[src/rtl/neopixel_pkg.sv]
// Shared types and default timing for the WS2812-style frame streamer.
package neopixel_pkg;

  localparam int PIX_W      = 24;
  localparam int ADDR_W     = 8;
  localparam int T0H_DEF    = 20;
  localparam int T1H_DEF    = 40;
  localparam int TBIT_DEF   = 63;
  localparam int TRESET_DEF = 15000;

  typedef enum logic [1:0] {
    IDLE  = 2'd0,
    LOAD  = 2'd1,
    BIT   = 2'd2,
    LATCH = 2'd3
  } state_t;

  function automatic int max_int(input int a, input int b);
    return (a > b) ? a : b;
  endfunction

endpackage

[src/rtl/neopixel_bit_encoder.sv]
// Shared cycle counter: pulse-width encodes one bit while in BIT and times the
// latch period while in LATCH. o_dout is registered and trails the counter by one cycle.
module neopixel_bit_encoder
  import neopixel_pkg::*;
#(
  parameter int T0H    = T0H_DEF,
  parameter int T1H    = T1H_DEF,
  parameter int TBIT   = TBIT_DEF,
  parameter int TRESET = TRESET_DEF,
  parameter int CYC_W  = 14
) (
  input  logic i_clk,
  input  logic i_rst,
  input  logic i_bit_en,
  input  logic i_latch_en,
  input  logic i_bit,
  output logic o_dout,
  output logic o_bit_end,
  output logic o_latch_end
);

  logic [CYC_W-1:0] cyc_q, cyc_d;
  logic [CYC_W-1:0] high_len;
  logic             dout_q, dout_d;

  always_comb begin
    high_len    = i_bit ? CYC_W'(T1H) : CYC_W'(T0H);
    o_bit_end   = i_bit_en && (cyc_q == CYC_W'(TBIT - 1));
    // One extra latch cycle compensates for the registered output lag.
    o_latch_end = i_latch_en && (cyc_q == CYC_W'(TRESET));
    cyc_d       = cyc_q + CYC_W'(1);
    if (!(i_bit_en || i_latch_en) || o_bit_end || o_latch_end) begin
      cyc_d = '0;
    end
    dout_d = i_bit_en && (cyc_q < high_len);
  end

  always_ff @(posedge i_clk or posedge i_rst) begin
    if (i_rst) begin
      cyc_q  <= '0;
      dout_q <= 1'b0;
    end else begin
      cyc_q  <= cyc_d;
      dout_q <= dout_d;
    end
  end

  assign o_dout = dout_q;

endmodule

[src/rtl/neopixel_ctrl.sv]
// Frame controller: walks pixel memory 0..last through the async read port and
// streams each 24-bit word MSB first, then holds the line low for the latch period.
module neopixel_ctrl
  import neopixel_pkg::*;
#(
  parameter int T0H    = T0H_DEF,
  parameter int T1H    = T1H_DEF,
  parameter int TBIT   = TBIT_DEF,
  parameter int TRESET = TRESET_DEF
) (
  input  logic              i_clk,
  input  logic              i_rst,
  input  logic              i_start,
  input  logic [ADDR_W-1:0] i_last_addr,
  output logic [ADDR_W-1:0] o_rs_addr,
  input  logic [PIX_W-1:0]  i_rs_data,
  output logic              o_dout,
  output logic              o_busy,
  output logic              o_done
);

  // Wide enough to hold TRESET itself (latch counter's final value).
  localparam int CYC_W = $clog2(max_int(TBIT, TRESET) + 1);

  state_t            state_q, state_d;
  logic [PIX_W-1:0]  shreg_q, shreg_d;
  logic [4:0]        bitcnt_q, bitcnt_d;
  logic [ADDR_W-1:0] pix_q, pix_d;
  logic [ADDR_W-1:0] last_q, last_d;
  logic [ADDR_W-1:0] rs_addr_q, rs_addr_d;
  logic              busy_q, busy_d;
  logic              done_q, done_d;
  logic              bit_end, latch_end;

  neopixel_bit_encoder #(
    .T0H   (T0H),
    .T1H   (T1H),
    .TBIT  (TBIT),
    .TRESET(TRESET),
    .CYC_W (CYC_W)
  ) u_enc (
    .i_clk      (i_clk),
    .i_rst      (i_rst),
    .i_bit_en   (state_q == BIT),
    .i_latch_en (state_q == LATCH),
    .i_bit      (shreg_q[PIX_W-1]),
    .o_dout     (o_dout),
    .o_bit_end  (bit_end),
    .o_latch_end(latch_end)
  );

  always_comb begin
    state_d   = state_q;
    shreg_d   = shreg_q;
    bitcnt_d  = bitcnt_q;
    pix_d     = pix_q;
    last_d    = last_q;
    rs_addr_d = rs_addr_q;
    busy_d    = busy_q;
    done_d    = 1'b0;
    unique case (state_q)
      IDLE: begin
        busy_d = 1'b0;
        if (i_start) begin
          last_d    = i_last_addr;
          pix_d     = '0;
          rs_addr_d = '0;
          busy_d    = 1'b1;
          state_d   = LOAD;
        end
      end
      LOAD: begin
        shreg_d   = i_rs_data;
        bitcnt_d  = 5'(PIX_W - 1);
        rs_addr_d = rs_addr_q + ADDR_W'(1);
        state_d   = BIT;
      end
      BIT: begin
        if (bit_end) begin
          if (bitcnt_q != 5'd0) begin
            shreg_d  = {shreg_q[PIX_W-2:0], 1'b0};
            bitcnt_d = bitcnt_q - 5'd1;
          end else if (pix_q != last_q) begin
            // Next word is already on the read port; load it with no gap.
            shreg_d   = i_rs_data;
            pix_d     = pix_q + ADDR_W'(1);
            rs_addr_d = rs_addr_q + ADDR_W'(1);
            bitcnt_d  = 5'(PIX_W - 1);
          end else begin
            state_d = LATCH;
          end
        end
      end
      LATCH: begin
        if (latch_end) begin
          state_d = IDLE;
          busy_d  = 1'b0;
          done_d  = 1'b1;
        end
      end
      default: state_d = IDLE;
    endcase
  end

  always_ff @(posedge i_clk or posedge i_rst) begin
    if (i_rst) begin
      state_q   <= IDLE;
      shreg_q   <= '0;
      bitcnt_q  <= '0;
      pix_q     <= '0;
      last_q    <= '0;
      rs_addr_q <= '0;
      busy_q    <= 1'b0;
      done_q    <= 1'b0;
    end else begin
      state_q   <= state_d;
      shreg_q   <= shreg_d;
      bitcnt_q  <= bitcnt_d;
      pix_q     <= pix_d;
      last_q    <= last_d;
      rs_addr_q <= rs_addr_d;
      busy_q    <= busy_d;
      done_q    <= done_d;
    end
  end

  assign o_rs_addr = rs_addr_q;
  assign o_busy    = busy_q;
  assign o_done    = done_q;

endmodule

[config.mk]
export PLATFORM = sky130hd
export DESIGN_NAME = neopixel_ctrl
export DESIGN_NICKNAME = d
export VERILOG_FILES = /design/src/rtl/neopixel_pkg.sv /design/src/rtl/neopixel_bit_encoder.sv /design/src/rtl/neopixel_ctrl.sv
export SDC_FILE = /design/constraint.sdc
export NUM_CORES = 1
export LEC_CHECK = 0
export BUFFER_PORTS_ARGS = -buffer_cell sky130_fd_sc_hd__clkbuf_2
export CORE_MARGIN = 2
export CORE_UTILIZATION = 30
export DETAILED_ROUTE_END_ITERATION = 10
export PLACE_DENSITY = 0.47
export SLEW_MARGIN = 25
export SYNTH_ARGS = -nofsm -noshare
export SYNTH_HDL_FRONTEND = slang
export SYNTH_SLANG_ARGS = --single-unit
[constraint.sdc]
create_clock -name i_clk -period 4.23 [get_ports i_clk]
set_input_delay 0.423 -clock i_clk [delete_from_list [all_inputs] [get_ports i_clk]]
set_output_delay 0.423 -clock i_clk [all_outputs]
set_load 0.01 [all_outputs]
# [Word level (Yosys, flattened, before mapping)]
# Cells that the tools add are included.
[word_totals] ff_bits=72 in_bits=35 out_inout_bits=11 word_cells=77
[op_classes] add_sub_neg=4 n_lt_le_gt_ge=1 eq_ne=13 mux=30 n_reduce_logical=19
[ops] cell="2-to-1 mux 24 bit" count=3
[ops] cell="2-to-1 mux 8 bit" count=7
[ops] cell="one-hot mux 24 bit (2 select lines)" count=1
[ops] cell="one-hot mux 8 bit (3 select lines)" count=1
[ops] cell="adder 8 x 1 -> 8 bit (second input constant)" count=2
[ops] cell="one-hot mux 8 bit (2 select lines)" count=1
[ops] cell="2-to-1 mux 5 bit" count=3
[ops] cell="AND reduction 5 bit" count=3
[ops] cell="adder 14 x 1 -> 14 bit (second input constant)" count=1
[ops] cell="equality test 14 bit (second input constant)" count=1
[ops] cell="equality test 14 x 6 -> 1 bit (second input constant)" count=1
[ops] cell="less-than comparator 14 bit" count=1
[ops] cell="2-to-1 mux 14 bit" count=1
[ops] cell="inequality test 2 bit (second input constant)" count=6
[ops] cell="2-to-1 mux 2 bit" count=5
[ops] cell="one-hot mux 5 bit (2 select lines)" count=1
[ops] cell="inequality test 8 bit" count=1
[ops] cell="one-hot mux 2 bit (4 select lines)" count=1
[ops] cell="2-to-1 mux 6 bit" count=1
[ops] cell="nonzero test 2 bit" count=3
[ops] cell="nonzero test 5 bit" count=1
[ops] cell="subtractor 5 x 1 -> 5 bit (second input constant)" count=1
[ops] cell="equality test 2 bit (second input constant)" count=2
[ops] cell="2-to-1 mux 1 bit" count=4
[ops] cell="other kinds (10)" count=15

# [Depth between registers and ports, before layout]
# Gate-level depths: netlist (run 1).
[logic_depth] word_depth=6 ltp_mapped=8 ltp_nobuf=7

# [Cells and area by module]
# Synthesis (run 1) repeated with hierarchy kept, for this count alone.
[hier_totals] hier_cells=343 hier_area_um2=4090.2
[modules_own_cells] module="neopixel_ctrl" instances=1 cells_each=255 area_per_inst_um2=3138.0 seq_area_each_um2=1426.4
[modules_own_cells] module="neopixel_bit_encoder" instances=1 cells_each=88 area_per_inst_um2=952.2 seq_area_each_um2=375.4

# [Least setup slack after synthesis (run 1)]
# No wires, ideal clock.
[synth_path] path_type="register to register" start="reg bitcnt_q[0]" end="reg shreg_q[2]" t_arrival_ns=2.205 path_slack_ns=1.897 path_stages_with_launch=8 path_buffers=1 period_less_slack_ns=2.333 cell_sequence="dfrtp_1 > inv_1 > ha_1 > or4b_4 > nand2_4 > buf_1 > mux2_2 > mux2_1"
[synth_via] elab_chain_cells=4 elab_cells_between_ends=6 classes_between="eq/ne (1); mux (3); reduce/logical (2)"
[synth_rtl] item="start, declared" line="neopixel_ctrl.sv:27" source="logic [4:0] bitcnt_q, bitcnt_d;"
[synth_rtl] item="start signal, assigned" line="neopixel_ctrl.sv:118" source="bitcnt_q <= bitcnt_d;"
[synth_rtl] item="nonzero test 5 bit (*)" line="neopixel_ctrl.sv:80" source="if (bitcnt_q != 5'd0) begin"
[synth_rtl] item="2-to-1 mux 24 bit" line="neopixel_ctrl.sv:80"
[synth_rtl] item="2-to-1 mux 24 bit" line="neopixel_ctrl.sv:79" source="if (bit_end) begin"
[synth_rtl] item="one-hot mux 24 bit (2 select lines)" line="neopixel_ctrl.sv:61" source="unique case (state_q)"
[synth_rtl] item="end signal, assigned" line="neopixel_ctrl.sv:117" source="shreg_q <= shreg_d;"
[synth_rtl] item="end, declared" line="neopixel_ctrl.sv:26" source="logic [PIX_W-1:0] shreg_q, shreg_d;"
# Every way passes the cells marked *; elsewhere a longest branch is shown, timed or not. The select of a mux whose other input is x is not followed.
# A chain may end at the register's enable or synchronous reset.

# [Final worst setup path (run 1)]
[layout_path] start="reg bitcnt_q[0]" end="reg shreg_q[14]"
# Same word-level chain as after synthesis.

==> results.md, run 1 <==
- Skew final: 9.17 ps
- Fraction of layout instances using a drive strength above 1: 30.7%
- Hold Fails Final Rpt: 0
- Max frequency: 0.336 GHz
- Syn Inst Count: 354
- Clock transition at path regs: 60 ps
- Routed len/inst: 14.2 um
- Post CTS Setup Buffer Count: 0
- First-pass GRT wire length: 13700 um
- Critical path arrival: 3200 ps
- DPL Wire Length: 5500 um
- Crit path max fanout: 27
- DIE WIDTH: 118 um
- Synthesis-to-layout area growth: 18.6%
- Die Y: 118 um
- Post-layout min period: 2980 ps
- Remaining DRCs: 0
- Min-delay worst type: in2async
- Element type at the critical path start: register
- Post-synth ARST share: 100%
- Nets: 448
- Clock root buffer: clkbuf_16
- Crit share post-route: 70.4%
- RePlAce Congestion: 0.785
- CP required: 4450 ps
- Syn avg cell area: 11.1 um^2
- Core ar.: 12700 um^2
- Count of clock tree sinks: 72
- IO buf count: 45
- RSZ-0062 raised after global routing: no
- Finished Layout Cells: 576
- IO Pins: 46
- Vias: 2773
- Initial DRC count: 153
- GRT busiest layer: met2
- ANT nets after route: 0
- H-tree depth: 3
- Cell Rows: 41
- Met2 Track Usage GR: 19.7%
- Via density per instance: 4.81
- Setup tns final: 0 ps
- P_leak: 0.00236 uW
- Setup violators final: 0
- Peak supply drop: 0.189 mV
- Vias in the first global route: 2765
- Die area: 14000 um^2
- Largest net degree at the start of global routing: 47
- GR Overflow Total: 0
- Register area share after synthesis: 45.9%
- Status: finished clean
- Slew Viols, Final: 0
- Max_cap viols: 0
- Routed WL: 8180 um
- Global routing usage on met3: 3.28%
- Crit end category: register
- Slew @ Worst Pin: 953 ps
- Post-synth EDFFs: 0
- Cts bufs inserted: 9
- Relative slew slack: 36.4%
- Yosys warning total: 0
- Post-CTS Resized: 0
- Post-synthesis cell type count: 52
- Setup Crit Path Kind: reg2reg
- Seq cells post-synth: 72
- Clock latency on the worst-skew pair: 340 ps
- Ys flop type: dfrtp_1
- Antenna violations before repair: 0
- Hold Buf Count CTS: 0
- All-Layer GR Usage: 12.2%
- Inserted Diodes: 0
- CTS tree: built
- First-pass DRT Iterations: 4
- Post-synth net total: 403
- Met1 Use GR: 15.1%
- Pwr Density: 345 nW/um^2
- Clock tree buffer depth: 2
- Starting Density: 30.9%
- Placed cells: 560
- Cell Area, Synth: 3930 um^2
[routing by layer]
layer  up-vias  routed length [um]
li1       1356                   -
met1      1363                3820
met2        45                3890
met3         9                 306
met4         0                 167
met5         -                   0
[sequential cells by signal, indices dropped and copies added, names as in the netlist]
register	count
bitcnt_q	5
o_busy	1
o_rs_addr	8
pix_q	8
o_done	1
last_q	8
u_enc.o_dout	1
u_enc.cyc_q	14
state_q	2
shreg_q	24
[final timing paths]
kind | startpoint | to | slack [ps] | cells after the start
setup reg to reg | bitcnt_q[0] | shreg_q[14] | 1250 | 7
min in group i_clk | i_rs_data[0] | shreg_q[0] | 320 | 3
hold / removal | i_rst | u_enc.cyc_q[12] | 200 | 2
max in group asynchronous | i_rst | last_q[4] | 3180 | 3
hold reg to reg | u_enc.cyc_q[0] | u_enc.cyc_q[0] | 480 | 1
setup / recovery | bitcnt_q[0] | shreg_q[14] | 1250 | 7
[critical path: stages (launching register included)]
cell and delay, ps:
dfrtp_1 370, inv_1 90, ha_1 180, or4b_4 520
nand2_4 330, nand3_4 130, a31oi_4 810, mux2_2 410
[area by class of cell]
cell class,instances,area [um^2]
Tap cell,172,215
Fill cell,1344,8060
Multi-Input combinational cell,251,1990
Clock buffer,9,225
Clock inverter,7,120
Timing Repair Buffer,47,240
Sequential cell,72,1800
Inverter,18,68.8
[kinds of logic (layout without fill, tap and decap cells)]
family                     count (synthesis)  in the layout  synth area share (%)
buffers and inverters                     31             81                  3.54
and+or+nand+nor                          103            103                  14.0
AOI/OAI and AO/OA                         53             53                  10.4
adders and majority gates                 14             14                  4.46
DFF                                       72             72                  45.9
muxes                                     60             60                  16.9
xor gates and xnor gates                  21             21                  4.68
[cells in the final DEF (no fill, tap or decap), types with 4 or more instances in the layout]
cell / instances
xnor2_1: 4
mux2i_1: 8
a32o_1: 5
clkinvlp_4: 4
nor4_1: 4
a31oi_1: 7
mux2_2: 48
inv_1: 17
mux2_1: 4
dfrtp_1: 72
xor2_1: 17
ha_1: 14
o21ai_0: 9
nand3_1: 12
and3_1: 7
a21oi_1: 6
nand2b_1: 5
nand2_1: 25
nor2_1: 29
clkbuf_2: 45
o211ai_1: 4
clkbuf_16: 9
[synth_stat cells, types with 3 or more instances]
cell | count | area [um^2]
ha_1 | 14 | 175
a21oi_1 | 6 | 30.0
o211ai_1 | 4 | 30.0
nand3_1 | 12 | 60.1
mux2i_1 | 8 | 80.1
a31oi_1 | 7 | 43.8
mux2_1 | 4 | 45.0
clkbuf_1 | 6 | 22.5
xnor2_1 | 4 | 35.0
mux2_2 | 48 | 541
and3_1 | 7 | 43.8
inv_1 | 18 | 67.6
xor2_1 | 17 | 149
nand4_1 | 3 | 18.8
a32o_1 | 5 | 50.1
nor3_1 | 3 | 15.0
dfrtp_1 | 72 | 1800
nor4_1 | 4 | 25.0
nand2_1 | 25 | 93.8
nand2b_1 | 5 | 31.3
o21ai_0 | 9 | 45.0
nor2_1 | 29 | 109
buf_2 | 3 | 15.0
[stage by stage]
step	utilization (%)	power, uW	instance area [um^2]	setup slack (ps)	hold slack [ps]
after floorplan	-	721	3930	1900	454
after global placement	33.9	744	4310	1250	471
after detailed placement	33.9	744	4310	1230	477
after CTS	36.6	1630	4660	1220	307
after global routing	36.6	1670	4660	1050	281
final	36.6	1610	4660	1250	204
[where the power goes]
group          internal, uW  switching [uW]  total, uW  leakage [uW]
sequential              689               0        689      0.000961
combinational          19.5            21.3       40.8       0.00125
clock                   576             302        878      0.000154
No activity file was read; power rests on OpenSTA's default activity.
==> run 2, diff against run 1 <==
--- a/config.mk
+++ b/config.mk
@@ -5,11 +5,12 @@
 export SDC_FILE = /design/constraint.sdc
 export NUM_CORES = 1
 export LEC_CHECK = 0
+export ABC_AREA = 1
 export BUFFER_PORTS_ARGS = -buffer_cell sky130_fd_sc_hd__clkbuf_2
 export CORE_MARGIN = 2
 export CORE_UTILIZATION = 30
 export DETAILED_ROUTE_END_ITERATION = 10
-export PLACE_DENSITY = 0.47
+export PLACE_DENSITY = 0.48
 export SLEW_MARGIN = 25
 export SYNTH_ARGS = -nofsm -noshare
 export SYNTH_HDL_FRONTEND = slang
==> constraint.sdc (replaced) <==
create_clock -name i_clk -period 2.6 [get_ports i_clk]
set_input_delay 0.26 -clock i_clk [delete_from_list [all_inputs] [get_ports i_clk]]
set_output_delay 0.26 -clock i_clk [all_outputs]
set_load 0.01 [all_outputs]
==> run 2 against run 1 <==
  * Area after synthesis increased by 6.7%
  * Synthesized cell count increased by 65%
  * Combinational power increased to 56 times the previous value
  * Register-to-register slack worse by 880 ps
  * Final cell count increased by 41%
  * Global-route usage rose by 1.6 points
==> results.md, run 2 <==
- Most common library cell in the layout ignoring fill and taps: nand2_1
- Pwr Density: 1090 nW/um^2
- Clock transition at path regs: 60 ps
- Yosys top cell area share: 43.0%
- Post-layout min period: 2230 ps
- DIE WIDTH: 122 um
- Largest register FFs: 24
- Most frequent cells in the layout: nand2_1, dfrtp_1, inv_1, nor2_1, nand3_1
- Setup slack after layout: 372 ps
- Hold Crit Depth: 2
- Count of clock tree sinks: 72
- Hold Buf Count CTS: 1
- Hold Worst Slack: 150 ps
- Post-synth ARST share: 100%
- Status: finished clean
- Remaining DRCs: 0
- Reg2Reg Capture Point: o_rs_addr[5]
- Skew final: 9.32 ps
- All-Layer GR Usage: 13.7%
- Count leader, synth: nand2_1
- Hold Fails Final Rpt: 0
- Initial DRC count: 188
- Seq pwr share: 32.2%
- Peak supply drop: 0.430 mV
- Top reg by flops: shreg_q
- Clock share of power: 25.6%
- R2r startpoint: state_q[0]
- Hold EP: last_q[3]
- Routed len/inst: 11.6 um
- Fraction of layout instances using a drive strength above 1: 13.4%
- Placed cells: 798
- Relative slew slack: 60.3%
- Comb pwr share: 42.2%
- Starting Density: 30.4%
- Max frequency: 0.449 GHz
- Core ar.: 13800 um^2
- Cts bufs inserted: 9
- Worst Reg-to-Reg Cells: 8
- GRT busiest layer: met2
- Min-delay worst type: in2reg
- RePlAce Congestion: 0.804
- Largest regs: shreg_q (24), u_enc.cyc_q (14)
- Setup tns final: 0 ps
- DPL Wire Length: 6450 um
- NetSw: 2200 uW
- Slew Viols, Final: 0
- Synthesis-to-layout area growth: 18.1%
- Top cells by count, synth: nand2_1, dfrtp_1, inv_1
- Largest net degree at the start of global routing: 48
- Crit share post-route: 85.7%
- Element type at the critical path start: register
- Nets: 679
- H-tree depth: 3
- Post CTS Setup Buffer Count: 0
- Clock latency on the worst-skew pair: 340 ps
- Routed WL: 9480 um
- Clock tree buffer depth: 2
- Critical hold path startpoint: i_last_addr[3]
- Inserted Diodes: 0
- Crit path max fanout: 11
- First-pass DRT Iterations: 4
- RSZ-0062 raised after global routing: no
- Crit end category: register
- Vias: 3693
- GR Overflow Total: 0
- Syn avg cell area: 7.16 um^2
- IO Pins: 46
- Setup Crit Path Kind: reg2reg
- Total internal power: 3180 uW
- Setup violators final: 0
- Cell Area, Synth: 4190 um^2
- Post-synthesis cell type count: 32
- First-pass GRT wire length: 16300 um
- Global routing usage on met3: 3.60%
- Max_cap viols: 0
- Net Sw Frac: 41.0%
- Area contributors post-synth: dfrtp_1, nand2_1, nand3_1
- CTS tree: built
- Seq cells post-synth: 72
- Clock root buffer: clkbuf_16
- Final core occ: 35.9%
- Ys flop type: dfrtp_1
- Finished Layout Cells: 815
- Yosys warning total: 0
- Die area: 14900 um^2
- ANT nets after route: 0
- Syn Inst Count: 585
- Critical path arrival: 2450 ps
- Register area share after synthesis: 43.0%
- Cell Rows: 43
- DP Worst Slack: 354 ps
- Vias in the first global route: 3466
- Slew @ Worst Pin: 594 ps
- Die Y: 122 um
- Via density per instance: 4.53
- Met2 Track Usage GR: 21.2%
- Met1 Use GR: 18.6%
- Antenna violations before repair: 0
- Largest area contributor in the synthesized netlist: dfrtp_1
- Post-synth EDFFs: 0
- Post-synth net total: 634
- Setup slack, reg-to-reg: 370 ps
- Post-CTS Resized: 0
- CP required: 2820 ps
- IO buf count: 45
- P_leak: 0.00263 uW
-- run 2: worst max path at each step --
| stage | startpoint | slack [ps] | endpoint | cells after the start |
|---|---|---|---|---|
| floorplan | i_rst | 520 | bitcnt_q[0] | 1 |
| global placement | state_q[0] | 390 | o_rs_addr[6] | 8 |
| detailed placement | state_q[0] | 350 | o_rs_addr[6] | 8 |
| CTS | state_q[0] | 340 | o_rs_addr[5] | 8 |
| global route | state_q[0] | 110 | o_rs_addr[0] | 8 |
| finish | state_q[0] | 370 | o_rs_addr[5] | 8 |
-- run 2: critical path, stage by stage (launching register included) --
cell     delay (ps)
dfrtp_1         420
inv_1           120
ha_1            470
inv_2           240
o21ai_2         190
a21o_1          280
nand3_2         230
nand2_1         120
nand2_1          50
-- run 2: final cells by class --
class                      count  area [um^2]
inverter                      58          218
clock inverter                 2         60.1
sequential                    72         1800
tap                          180          225
multi-input combinational    434         2050
timing repair buffer          55          315
clock buffer                  14          274
fill                        1493         8820
-- run 2: cells by family after synthesis --
kind of cell / count (synthesis) / share of synthesized area, %
and+or+nand+nor: 380 / 37.9
muxes: 3 / 0.806
xor gates and xnor gates: 13 / 2.72
AOI/OAI and AO/OA: 24 / 3.46
DFF: 72 / 43.0
adders and majority gates: 14 / 4.18
buffers and inverters: 79 / 8.00
-- run 2: power by group through the flow --
stage	combinational, uW	clock [uW]	sequential (uW)
floorplan	1830	0	1710
global placement	2260	0	1750
detailed placement	2300	0	1750
CTS	2310	1420	1740
global route	2630	1470	1780
finish	2270	1380	1730
-- run 2: stage by stage --
step                      power, uW  cell area [um^2]
final                          5380              4950
after global routing           5880              4950
after CTS                      5460              4950
after detailed placement       4050              4600
after global placement         4010              4600
after floorplan                3540              4190
-- run 2: metal layers --
layer	vias to the layer above	part of all wire (%)	wire length, um
li1	1926	-	-
met1	1697	50	4690
met2	66	45	4300
met3	4	4.3	405
met4	0	0.80	76
met5	-	0	0
==> run 3, diff against run 2 <==
--- a/config.mk
+++ b/config.mk
@@ -7,6 +7,7 @@
 export LEC_CHECK = 0
 export ABC_AREA = 1
 export BUFFER_PORTS_ARGS = -buffer_cell sky130_fd_sc_hd__clkbuf_2
+export CORE_ASPECT_RATIO = 0.9
 export CORE_MARGIN = 2
 export CORE_UTILIZATION = 30
 export DETAILED_ROUTE_END_ITERATION = 10
==> run 3 against run 2 <==
  * Routed wire length up 4.4%
  * First-iteration DRC count increased by 13%
  * Setup slack got worse by 52 ps
  * Core utilization up 0.91 points
  * Final cell count decreased by 1.3%
  * Maximum frequency down 2.3%
  * Clock power up 16%
  * Global-route usage grew 0.34 points
  * Sequential power is essentially flat
  * Largest cell class unchanged
  * Critical endpoint is now o_rs_addr[7]
  * Die area about the same
  * Final area rose by 0.61%
  * Sequential share of layout area is 0.22 points lower
==> results.md, run 3 (synthesis results as in run 2) <==
- Routed len/inst: 12.3 um
- Hold Fails Final Rpt: 0
- Max frequency: 0.439 GHz
- Skew final: 6.29 ps
- Die Y: 116 um
- Die area: 14900 um^2
- CP required: 2820 ps
- Starting Density: 31.0%
- Slew @ Worst Pin: 601 ps
- Remaining DRCs: 0
- Post CTS Setup Buffer Count: 0
- Met1 Use GR: 18.8%
- Filler instances: 1451
- RSZ-0062 raised after global routing: no
- Met2 Track Usage GR: 23.1%
- Cts bufs inserted: 9
- Clock latency on the worst-skew pair: 330 ps
- Most frequent cells in the layout: nand2_1, dfrtp_1, inv_1, nor2_1, nand3_1
- GRT busiest layer: met2
- Most common library cell in the layout ignoring fill and taps: nand2_1
- Vias: 3709
- First-pass GRT wire length: 16900 um
- Largest register FFs: 24
- Max_cap viols: 0
- H-tree depth: 3
- Crit share post-route: 87.7%
- Crit path max fanout: 11
- ANT nets after route: 0
- Critical path arrival: 2500 ps
- Synthesis-to-layout area growth: 18.8%
- Element type at the critical path start: register
- Critical hold path startpoint: i_last_addr[6]
- Worst setup startpoint: state_q[0]
- Tot Pwr: 5620 uW
- Largest net degree at the start of global routing: 31
- Vias in the first global route: 3534
- Slew Viols, Final: 0
- RePlAce Congestion: 0.792
- Post-CTS Resized: 0
- Clock root buffer: clkbuf_16
- DPL Wire Length: 6650 um
- Nets: 680
- Antenna violations before repair: 0
- DIE WIDTH: 129 um
- Via density per instance: 4.61
- Crit end category: register
- Clock transition at path regs: 60 ps
- Initial DRC count: 212
- Setup Crit Path Kind: reg2reg
- Relative slew slack: 59.9%
- Min-delay worst type: in2reg
- All-Layer GR Usage: 14.1%
- CTS tree: built
- GR Overflow Total: 0
- Core ar.: 13500 um^2
- Top reg by flops: shreg_q
- Setup tns final: 0 ps
- Cell Rows: 40
- R2r startpoint: state_q[0]
- P_leak: 0.00265 uW
- Routed WL: 9890 um
- Count of clock tree sinks: 72
- Clock tree buffer depth: 2
- Largest regs: shreg_q (24), u_enc.cyc_q (14)
- IO buf count: 45
- Post-layout min period: 2280 ps
- Status: finished clean
- Peak supply drop: 0.509 mV
- Inserted Diodes: 0
- IO Pins: 46
- Pwr Density: 1130 nW/um^2
- Global routing usage on met3: 3.07%
- Fraction of layout instances using a drive strength above 1: 13.7%
- Setup violators final: 0
- First-pass DRT Iterations: 4
## run 3: changes by cell type in the layout (fill, tap and decap cells not counted), sizes merged
cell	delta
clkbuf	-4
clkinv	+1
buf	+1
bufinv	+3
## run 3: layout make-up
type	count	area (um^2)	share of cell area [%]
Sequential cell	72	1800	36.2
Tap cell	168	210	4.22
Multi-Input combinational cell	434	2050	41.3
Clock buffer	10	229	4.60
Inverter	58	218	4.37
Timing Repair Buffer	56	310	6.23
Clock inverter	6	155	3.12
## run 3: path summary, 6_finish.rpt
check                                 endpoint  slack, ps  depth (start not counted)
min in group asynchronous           shreg_q[3]        530                          3
worst max-delay path              o_rs_addr[7]        320                          8
worst min register to register  u_enc.cyc_q[0]        460                          1
worst max register to register    o_rs_addr[7]        320                          8
max in group asynchronous          bitcnt_q[0]       1280                          4
worst min-delay path                 last_q[6]        160                          2
## run 3: layer usage
| metal | up-vias | share of wire (%) |
|---|---|---|
| li1 | 1923 | - |
| met1 | 1723 | 50 |
| met2 | 57 | 46 |
| met3 | 6 | 3.9 |
| met4 | 0 | 0.61 |
| met5 | - | 0 |
## run 3: where the power goes
| part | switching [uW] | internal (uW) |
|---|---|---|
| Combinational | 1520 | 753 |
| Clock | 474 | 1130 |
| Sequential | 238 | 1500 |
## run 3: critical path: stages, from the launching register on
cell and delay [ps]:
dfrtp_1 410, inv_1 120, ha_1 490, inv_2 230, o21ai_2 180, a21o_1 300
nand3_2 250, nand2_1 130, nand2_1 60
## run 3: repair_timing
item                                    in CTS  in global routing
hold buffers                                 1                  0
hold endpoints to repair                    25                  0
endpoints found under the setup margin       0                  0
## run 3: metrics by stage
step	area, um^2	setup WS, ps	hold slack [ps]	instances	utilization [%]
final	4980	320	159	804	36.8
after global routing	4980	98.7	162	804	36.8
after CTS	4980	290	148	804	36.8
after detailed placement	4580	321	354	787	33.9
after global placement	4580	356	351	787	33.9
after floorplan	4190	515	405	585	-
